File: src/rtl/calc_cmd_sequencer.sv
// Command sequencer: assembles "<A><op><B>=" from received ASCII bytes,
// launches one ALU operation and waits for its completion.
module calc_cmd_sequencer #(
   parameter int DIGITS = 4,
   parameter int WIDTH  = 16
) (
   input  logic             clk,
   input  logic             reset,
   input  logic             rx_valid,
   input  logic [7:0]       rx_data,
   input  logic             calc_done,
   output logic [WIDTH-1:0] op_a,
   output logic [WIDTH-1:0] op_b,
   output logic [1:0]       op_code,
   output logic             calc_start,
   output logic             busy,
   output logic             err
);

   localparam int CW = $clog2(DIGITS + 1);

   typedef enum logic [2:0] {S_A, S_B, S_START, S_WAIT, S_ERR} state_t;

   state_t           state;
   logic [CW-1:0]    cnt_a;
   logic [CW-1:0]    cnt_b;

   logic             is_digit;
   logic             is_op;
   logic             is_eq;
   logic             is_clr;
   logic             go_a;
   logic [1:0]       op_enc;
   logic [WIDTH-1:0] digit;

   assign is_digit = (rx_data >= 8'h30) && (rx_data <= 8'h39);
   assign is_op    = (rx_data == 8'h2B) || (rx_data == 8'h2D) ||
                     (rx_data == 8'h2A) || (rx_data == 8'h2F);
   assign is_eq    = (rx_data == 8'h3D) || (rx_data == 8'h0D);
   assign is_clr   = (rx_data == 8'h43) || (rx_data == 8'h63) || (rx_data == 8'h1B);
   // For '0'..'9' the low nibble already equals rx_data - 0x30.
   assign digit    = WIDTH'(rx_data[3:0]);

   // Any path that re-enters A: clear key while accepting input, or ALU completion.
   assign go_a = (rx_valid && is_clr &&
                  (state == S_A || state == S_B || state == S_ERR)) ||
                 (state == S_WAIT && calc_done);

   // Map the operator character onto the ALU opcode.
   always_comb begin
      op_enc = 2'b00;
      case (rx_data)
         8'h2D:   op_enc = 2'b01;
         8'h2A:   op_enc = 2'b10;
         8'h2F:   op_enc = 2'b11;
         default: op_enc = 2'b00;
      endcase
   end

   // Sequencer FSM with all outputs registered.
   always_ff @(posedge clk) begin
      if (reset || go_a) begin
         state      <= S_A;
         op_a       <= '0;
         op_b       <= '0;
         op_code    <= 2'b00;
         cnt_a      <= '0;
         cnt_b      <= '0;
         calc_start <= 1'b0;
         busy       <= 1'b0;
         err        <= 1'b0;
      end else begin
         calc_start <= 1'b0;
         case (state)
            S_A: begin
               if (rx_valid) begin
                  if (is_digit && cnt_a != CW'(DIGITS)) begin
                     op_a  <= op_a * WIDTH'(10) + digit;
                     cnt_a <= cnt_a + CW'(1);
                  end else if (is_op && cnt_a != '0) begin
                     op_code <= op_enc;
                     state   <= S_B;
                  end else begin
                     // Digit overflow, operator without digits, '=' in A, or junk.
                     state <= S_ERR;
                     err   <= 1'b1;
                  end
               end
            end
            S_B: begin
               if (rx_valid) begin
                  if (is_digit && cnt_b != CW'(DIGITS)) begin
                     op_b  <= op_b * WIDTH'(10) + digit;
                     cnt_b <= cnt_b + CW'(1);
                  end else if (is_eq && cnt_b != '0 &&
                               !(op_code == 2'b11 && op_b == '0)) begin
                     state      <= S_START;
                     calc_start <= 1'b1;
                     busy       <= 1'b1;
                  end else begin
                     // Digit overflow, second operator, empty B, divide by zero, or junk.
                     state <= S_ERR;
                     err   <= 1'b1;
                  end
               end
            end
            S_START: state <= S_WAIT;
            S_WAIT:  state <= S_WAIT;
            S_ERR:   state <= S_ERR;
            default: begin
               state <= S_ERR;
               err   <= 1'b1;
            end
         endcase
      end
   end

endmodule
File: config.mk
export PLATFORM = sky130hd
export DESIGN_NAME = calc_cmd_sequencer
export DESIGN_NICKNAME = d
export VERILOG_FILES = /design/src/rtl/calc_cmd_sequencer.sv
export SDC_FILE = /design/constraint.sdc
export NUM_CORES = 1
export LEC_CHECK = 0
export ABC_CLOCK_PERIOD_IN_PS = 8340
export BUFFER_PORTS_ARGS = -buffer_cell sky130_fd_sc_hd__buf_4
export CORE_MARGIN = 3
export CORE_UTILIZATION = 50
export CTS_CLUSTER_DIAMETER = 50
export DETAILED_ROUTE_END_ITERATION = 10
export PLACE_DENSITY = 0.7
export SETUP_SLACK_MARGIN = 0.02
export SYNTH_ARGS = -nofsm -noshare
export SYNTH_HDL_FRONTEND = slang
export SYNTH_SLANG_ARGS = --single-unit
File: constraint.sdc
create_clock -name clk -period 8.34 [get_ports clk]
set_input_delay 0.834 -clock clk [delete_from_list [all_inputs] [get_ports clk]]
set_output_delay 0.834 -clock clk [all_outputs]
set_load 0.01 [all_outputs]
* After elaboration in Yosys (flattened, before gate mapping)
Index checks and enable logic that the tools add are counted.
Word-level totals: flip-flop bits (word level) 46, input bits 12, output and inout bits 37, word-level logic and storage cells 94
Cells by class: add/sub/neg operators 4, multipliers 2, $lt $le $gt $ge 2, equal/unequal tests 22, multiplexer cells 16, bitwise operators 5, reductions and logical operators 34
Operators by type and width (number):
- $eq A8 B6 Y1 const B | 5
- $add A16 B4 Y16 | 2
- $mul A16 B3 Y15 const B | 2
- $mux W3 | 6
- $eq A8 B7 Y1 const B | 2
- $logic_not A16 Y1 | 1
- $ne A2 B2 Y1 const B | 6
- $reduce_and A4 Y1 | 3
- $logic_and A1 B1 Y1 | 10
- $logic_or A1 B1 Y1 | 10
- $pmux W3 S3 | 1
- $eq A8 B4 Y1 const B | 1
- $eq A8 B5 Y1 const B | 1
- $ge A8 B6 Y1 const B | 1
- $le A8 B6 Y1 const B | 1
- $mux W1 | 7
- $reduce_and A7 Y1 | 1
- $add A3 B1 Y3 const B | 2
- $eq A3 B2 Y1 const B | 2
- $ne A3 B3 Y1 const B | 2
- $pmux W2 S3 | 1
- $reduce_and A3 Y1 | 2
- $reduce_bool A3 Y1 | 2
- $not A1 Y1 | 5
- 9 further kinds | 9

* Depth between registers and ports, before layout
Gate-level depths: netlist of run 1.
depth after elaboration 9, depth in mapped cells 11, mapped depth without buffers 11

* Least setup slack after synthesis of run 1
Ideal clock, no wire load.
path type register to register, start point register op_b[1], end point register op_b[15], setup time 0.092 ns, arrival 2.896 ns, data required time 8.248 ns, slack 5.352 ns, cell stages (with the launch flop) 12, path buffers 0, period minus slack after synthesis 2.988 ns, cell sequence dfxtp_1 -> ha_1 -> ha_1 -> fa_1 -> a21o_1 -> and4_1 -> or2_4 -> xnor2_1 -> nor3_2 -> nand4_2 -> mux2i_1 -> nor4_1
Between the ends: longest elaborated chain between the ends 2
Ends and longest elaborated chain:
- from (decl) | RTL line 13 | output logic [WIDTH-1:0] op_b,
- from (signal assigned) | RTL line 93 | op_b <= op_b * WIDTH'(10) + digit;
- $mul A16 B3 Y15 | RTL line 93
- $add A16 B4 Y16 | RTL line 93
Every way passes these cells. A chain may end at the register's enable or synchronous reset.

* Worst setup path after layout of run 1
Same ends and word-level chain as after synthesis.

==> flow_metrics.tcl, run 1 <==
set metrics [dict create \
    cts_resized 0 \
    p_leak_nw 1.958 \
    fin_nets 598 \
    synthArstFlopShare_pct 0 \
    grt_pass1_vias 3237 \
    seq_area_frac_synth_pct 23.43 \
    drcViolationCount 0 \
    worstHoldPathType "flop to flop" \
    insertion_delay_ns 0.30 \
    hold_buffers 0 \
    cpPeakStageDelay_ns 0.44 \
    cp_data_arrival_time_ns 3.44 \
    path_clk_slew_ns 0.09 \
    io_buffers 48 \
    ys.warnings.count 0 \
    max-cap-violations 0 \
    antennaDiodeCount 0 \
    required_ns 8.54 \
    drt-total-wl_um 9119 \
    synth_edf_count 0 \
    grt_pass1_wl_um 15550 \
    p_sw_share_pct 22.97 \
    intPower_uw 322.6 \
    worst_pin_slew_ns 0.9978 \
    coreArea_um2 7447 \
    cts-buffers-inserted 5 \
    vdd_drop_max_v 0.00007097 \
    grt_max_degree 36 \
    combPwrFrac_pct 7.1 \
    synth_area_um2 3930 \
    gp_congestion 0.8736 \
    cts_setup_buffers 0 \
    die_w_um 94.66 \
    area_growth_pct 14.55 \
    tritoncts "yes" \
    clkPwrFrac_pct 39.6 \
    timing.slew.headroom_pct 33.48 \
    dpl.hpwl_um 7109 \
    critPathMaxFanout 6 \
    ys_ff_latch 46 \
    drtAntennaViolNets 0 \
    first_pass_iters 4 \
    root_buffer "clkbuf_8" \
    p_per_area_nw_per_um2 93.03 \
    fillers 706 \
    wl_per_cell_um 14.57 \
    fmax_ghz 0.3087 \
    critPathLaunchType "flop" \
    antenna_found_initial 0 \
    placed_cells 618 \
    yosysUniqueCellTypes 61 \
    grtUsageTotal_pct 21.18 \
    vias_per_cell 5.711 \
    drive_gt1_share_pct 14.61 \
    fin_crit_ns 3.240 \
    hold_violations 0 \
    netlist_instances 482 \
    drtIter0Drc 130 \
    fin_crit_sh_pct 38.84 \
    finalMaxSlewViolations 0 \
    std_cell_rows 31 \
    gr-total-overflow 0 \
    setup-violations-final 0 \
    cp_common_cell "ha_1" \
    via_count 3575 \
    h-tree-depth 2 \
    cts_buffer_depth 2 \
    critical_path_class "flop to flop" \
    cts.sinks 46 \
    cp_num_buf_inv 0 \
    start_util_pct 52.77 \
    finalClockSkew_ns 0.004655 \
    p_switching_uw 96.19 \
    p_seq_share_pct 53.2 \
    end_kind "flop" \
    critPathTopFamily "simple AND/OR/NAND/NOR gates" \
    pin_count 49 \
    path_cells "ha_1 -> ha_1 -> fa_1 -> a21o_1 -> and4_1 -> or2_4 -> xnor2_1 -> nor3_2 -> nand4_2 -> mux2i_1 -> nor4_1" \
    syn-num-nets 554 \
    final_cells 626 \
    status "completed" \
    die_h_um 94.66 \
    rsz0062_at_grt "no" \
    tns_ns 0 \
    slowest_stage "dfxtp_1" \
    dieArea_um2 8960 \
    avgSynthCellArea_um2 8.154 \
    ys.flop_type "dfxtp_1" \
]
## worst paths after layout
kind | slack (ns) | startpoint | cells past startpoint | to
setup / recovery | 5.10 | op_b[1] | 11 | op_b[15]
hold / removal | 0.48 | cnt_a[1] | 2 | cnt_a[1]
setup reg to reg | 5.10 | op_b[1] | 11 | op_b[15]
hold reg to reg | 0.48 | cnt_a[1] | 2 | cnt_a[1]
## cell usage in the layout (no fill, tap or decap), types with 2 or more instances in the layout
cell        n
nor2_1     58
ha_1       56
nand2_1    55
buf_4      50
dfxtp_1    46
a21oi_1    33
xnor2_1    26
inv_1      22
a211oi_1   18
xor2_1     17
nand3_1    15
o21ai_0     9
o21ai_1     8
nor3b_1     8
a31oi_1     7
nor3_1      6
nand4_1     5
a21o_1      5
nor2b_1     5
clkbuf_8    5
or4_1       4
nor4_1      4
o21a_1      4
fa_1        4
nand2b_1    3
a211oi_2    3
or3_1       3
o211ai_1    3
and3_1      2
nor4b_1     2
and4_1      2
a311oi_1    2
o2111ai_1   2
o21bai_1    2
nor3_2      2
mux2i_1     2
## synth_stat cells (all sizes together), types with 2 or more instances
| master | number | area, µm² |
|---|---|---|
| nor4b | 2 | 17.52 |
| o21a | 4 | 30.03 |
| fa | 4 | 80.08 |
| nor2b | 5 | 31.28 |
| a21oi | 33 | 165.2 |
| nor2 | 58 | 217.7 |
| nor3 | 8 | 50.05 |
| nor4 | 4 | 25.02 |
| o2111ai | 3 | 32.53 |
| nand2b | 3 | 18.77 |
| mux2i | 2 | 20.02 |
| and3 | 2 | 12.51 |
| inv | 22 | 82.58 |
| or4 | 4 | 30.03 |
| or2 | 2 | 15.02 |
| dfxtp | 46 | 920.9 |
| nand3 | 15 | 75.07 |
| o21bai | 2 | 15.01 |
| a211oi | 21 | 172.7 |
| nor3b | 9 | 72.57 |
| a2111oi | 2 | 36.29 |
| and4b | 2 | 23.77 |
| nand4 | 6 | 43.79 |
| a21o | 5 | 37.54 |
| clkbuf | 12 | 45.04 |
| o211ai | 3 | 22.52 |
| xor2 | 18 | 165.2 |
| a311oi | 2 | 17.52 |
| ha | 56 | 700.7 |
| a31oi | 7 | 43.79 |
| and4 | 3 | 28.78 |
| nand2 | 56 | 212.7 |
| or3 | 3 | 18.77 |
| o21ai | 18 | 90.08 |
| xnor2 | 27 | 244.0 |
## kinds of logic (layout without fill, tap and decap cells)
logic type      count (synthesis)  count (layout)  synth area share [%]
fa+ha+maj                      60              60                 19.87
buf+inv                        35              80                 3.343
xor+xnor                       45              45                 10.41
mux                             2               2                0.5094
simple gates                  186             186                 23.66
compound gates                108             108                 18.78
flops                          46              46                 23.43
## power by group through the flow
stage | clock network (mW) | registers [mW] | logic, mW
floorplan | 0 | 0.228 | 0.0167
global placement | 0 | 0.228 | 0.0293
detailed placement | 0 | 0.228 | 0.0296
CTS | 0.170 | 0.223 | 0.0297
global route | 0.180 | 0.223 | 0.0330
finish | 0.166 | 0.223 | 0.0299
## layout make-up
| type | instances | area, µm² | share of cell area (%) |
|---|---|---|---|
| multi-input combinational | 401 | 2889 | 64.17 |
| sequential | 46 | 920.9 | 20.46 |
| timing repair buffer | 50 | 375.4 | 8.338 |
| tap | 99 | 123.9 | 2.752 |
| inverter | 22 | 82.58 | 1.834 |
| clock buffer | 6 | 72.57 | 1.612 |
| clock inverter | 2 | 37.54 | 0.8338 |
## layer usage
layer | GRT usage, % | share of wire [%] | vias up
li1 | - | - | 1824
met1 | 33.46 | 54 | 1681
met2 | 31.12 | 41 | 66
met3 | 3.028 | 4.5 | 4
met4 | 2.163 | 0.37 | 0
met5 | 0 | 0 | -
## registers in the layout, indices dropped and copies added (netlist names)
register,count
busy,1
calc_start,1
cnt_a,3
cnt_b,3
err,1
op_a,16
op_b,16
op_code,2
state,3
## metrics by stage
step	utilization (%)	power [mW]	setup slack [ns]	hold slack, ns	instance area (µm²)
CTS	60.45	0.4227	5.103	0.4816	4502
floorplan	-	0.2443	5.352	0.4486	3930
finish	60.45	0.4188	5.100	0.4769	4502
detailed placement	58.97	0.2576	5.118	0.4686	4392
global placement	58.97	0.2573	5.270	0.4563	4392
global route	60.45	0.4357	4.825	0.5165	4502
## worst reg2reg max path, stage by stage (launching register included)
cell and delay [ns]:
dfxtp_1 0.44, ha_1 0.27, ha_1 0.25, fa_1 0.41, a21o_1 0.21, and4_1 0.22
or2_4 0.25, xnor2_1 0.19, nor3_2 0.31, nand4_2 0.19, mux2i_1 0.16, nor4_1 0.25
Power figures use the tool's default switching activity.
==> inputs of run 2 (changes only) <==
ABC_CLOCK_PERIOD_IN_PS = 2600   (was 8340)
PLACE_DENSITY = 0.73   (was 0.7)
clock period = 2.6 ns   (was 8.34 ns; I/O delays follow)
==> flow_metrics.tcl, run 2 (same netlist as run 1, synthesis figures left out) <==
set metrics [dict create \
    status "complete, but fails checks" \
    violations "negative setup slack" \
    grt_pass1_wl_um 17330 \
    p_leak_nw 2.325 \
    critPathMaxFanout 4 \
    hold_violations 0 \
    mostFrequentLayoutCells "buf_4 (114), nor2_1 (54), nand2_1 (53)" \
    cp_common_cell "ha_4" \
    pin_count 49 \
    cp_data_arrival_time_ns 3.12 \
    grt_pass1_vias 3725 \
    path_cells "ha_4 -> ha_4 -> fa_2 -> a21o_1 -> and4_4 -> or2_4 -> a2111oi_4 -> nor3_4 -> buf_4 -> a31oi_1 -> nor3b_2 -> nor3_1" \
    antennaDiodeCount 0 \
    h-tree-depth 2 \
    slowest_stage "a2111oi_4" \
    hold_buffers 0 \
    start_util_pct 52.77 \
    p_switching_uw 354.3 \
    std_cell_rows 31 \
    cts_buffer_depth 2 \
    fin_nets 665 \
    required_ns 2.84 \
    drt-total-wl_um 10810 \
    drcViolationCount 0 \
    cts.sinks 46 \
    intPower_uw 949.2 \
    worst_pin_slew_ns 0.6174 \
    p_sw_share_pct 27.18 \
    hp-start "rx_data[0]" \
    critPathLaunchType "flop" \
    tritoncts "yes" \
    p_seq_share_pct 54.5 \
    placed_cells 676 \
    first_pass_iters 4 \
    cpPeakStageDelay_ns 0.38 \
    timing.slew.headroom_pct 58.84 \
    fin_crit_ns 2.883 \
    gp_congestion 0.8965 \
    finalMaxSlewViolations 0 \
    p_per_area_nw_per_um2 243.8 \
    die_w_um 94.66 \
    setup-violations-final 10 \
    drtIter0Drc 168 \
    fin_ws_ns -0.2834 \
    cts-buffers-inserted 5 \
    vdd_drop_max_v 0.0002803 \
    drtAntennaViolNets 0 \
    max-cap-violations 0 \
    vias_per_cell 5.657 \
    startpoint "op_b[3]" \
    grtUsageTotal_pct 23.72 \
    gr-total-overflow 0 \
    antenna_found_initial 0 \
    wl_per_cell_um 15.60 \
    final_cells 693 \
    fin_crit_sh_pct 110.9 \
    dpl.hpwl_um 7968 \
    drive_gt1_share_pct 32.66 \
    critical_path_class "flop to flop" \
    p_total_mw 1.304 \
    combPwrFrac_pct 8.6 \
    dieArea_um2 8960 \
    via_count 3920 \
    fmax_ghz 0.3468 \
    fin_hold_ws_ns 0.2459 \
    grt_max_degree 33 \
    critPathTopFamily "adder cells" \
    cp_num_buf_inv 1 \
    die_h_um 94.66 \
    clkPwrFrac_pct 36.9 \
    area_growth_pct 36.04 \
    io_buffers 48 \
    end_kind "flop" \
    r2r-start "op_b[3]" \
    layout_commonest_cell "buf_4" \
    insertion_delay_ns 0.31 \
    worstHoldPathType "primary input to flop" \
    largest_registers "op_a (16), op_b (16)" \
    coreArea_um2 7447 \
    finalClockSkew_ns 0.01164 \
    path_clk_slew_ns 0.10 \
    rsz0062_at_grt "yes" \
    root_buffer "clkbuf_8" \
]
[run 2: cell types whose count changed in the layout (fill, tap and decap cells not counted), moves of 3 or more]
cell	previous run	this run
ha_2	0	5
o21ai_2	0	3
buf_4	50	114
ha_1	56	42
xnor2_1	26	22
dfxtp_4	0	4
dfxtp_1	46	40
xnor2_2	1	4
ha_4	0	9
nor2_1	58	54
nor2_2	0	4
[run 2: through the flow]
step | setup WS, ns | setup TNS [ns] | area, µm² | util, %
finish | -0.2834 | -1.447 | 5346 | 71.79
global route | -0.4053 | -2.631 | 5346 | 71.79
CTS | -0.1804 | -0.9722 | 5144 | 69.07
detailed placement | -0.2579 | -1.392 | 4966 | 66.68
global placement | -0.2049 | -0.8660 | 4966 | 66.68
floorplan | -0.1447 | -0.2984 | 4056 | -
[run 2: worst reg2reg max path, stage by stage (launching register included)]
cell and delay [ns]:
dfxtp_4 0.37, ha_4 0.24, ha_4 0.17, fa_2 0.37, a21o_1 0.19, and4_4 0.20
or2_4 0.27, a2111oi_4 0.38, nor3_4 0.08, buf_4 0.16, a31oi_1 0.20, nor3b_2 0.06
nor3_1 0.12
[run 2: repair_timing]
item	4_1_cts	5_1_grt
setup buffers	4	7
pin swaps	24	21
gates resized for setup	10	31
endpoints found under the setup margin	11	15
[run 2: metal layers]
metal | vias to the layer above | share of wire (%) | track usage, %
li1 | 1952 | - | -
met5 | - | 0 | 0
met1 | 1849 | 48 | 33.04
met4 | 0 | 1.1 | 5.048
met3 | 15 | 5.0 | 3.506
met2 | 104 | 46 | 38.87
[run 2: worst paths after layout]
path | slack [ns] | cells past startpoint | to
max | -0.28 | 12 | op_b[14]
min | 0.25 | 3 | op_a[0]
min reg2reg | 0.48 | 2 | op_code[1]
max reg2reg | -0.28 | 12 | op_b[14]
[run 2: power groups by stage]
| stage | clock, mW | combinational, mW | sequential [mW] |
|---|---|---|---|
| final | 0.481 | 0.112 | 0.711 |
| after CTS | 0.490 | 0.107 | 0.711 |
| after global placement | 0 | 0.105 | 0.727 |
| after global routing | 0.516 | 0.124 | 0.712 |
| after detailed placement | 0 | 0.107 | 0.727 |
| after floorplan | 0 | 0.0544 | 0.726 |
[run 2: area by class of cell]
cell class / count / area [µm²]
multi-input combinational: 401 / 3209
fill: 580 / 2101
sequential: 46 / 938.4
timing repair buffer: 117 / 898.4
tap: 99 / 123.9
inverter: 22 / 82.58
clock buffer: 5 / 68.82
clock inverter: 3 / 25.02
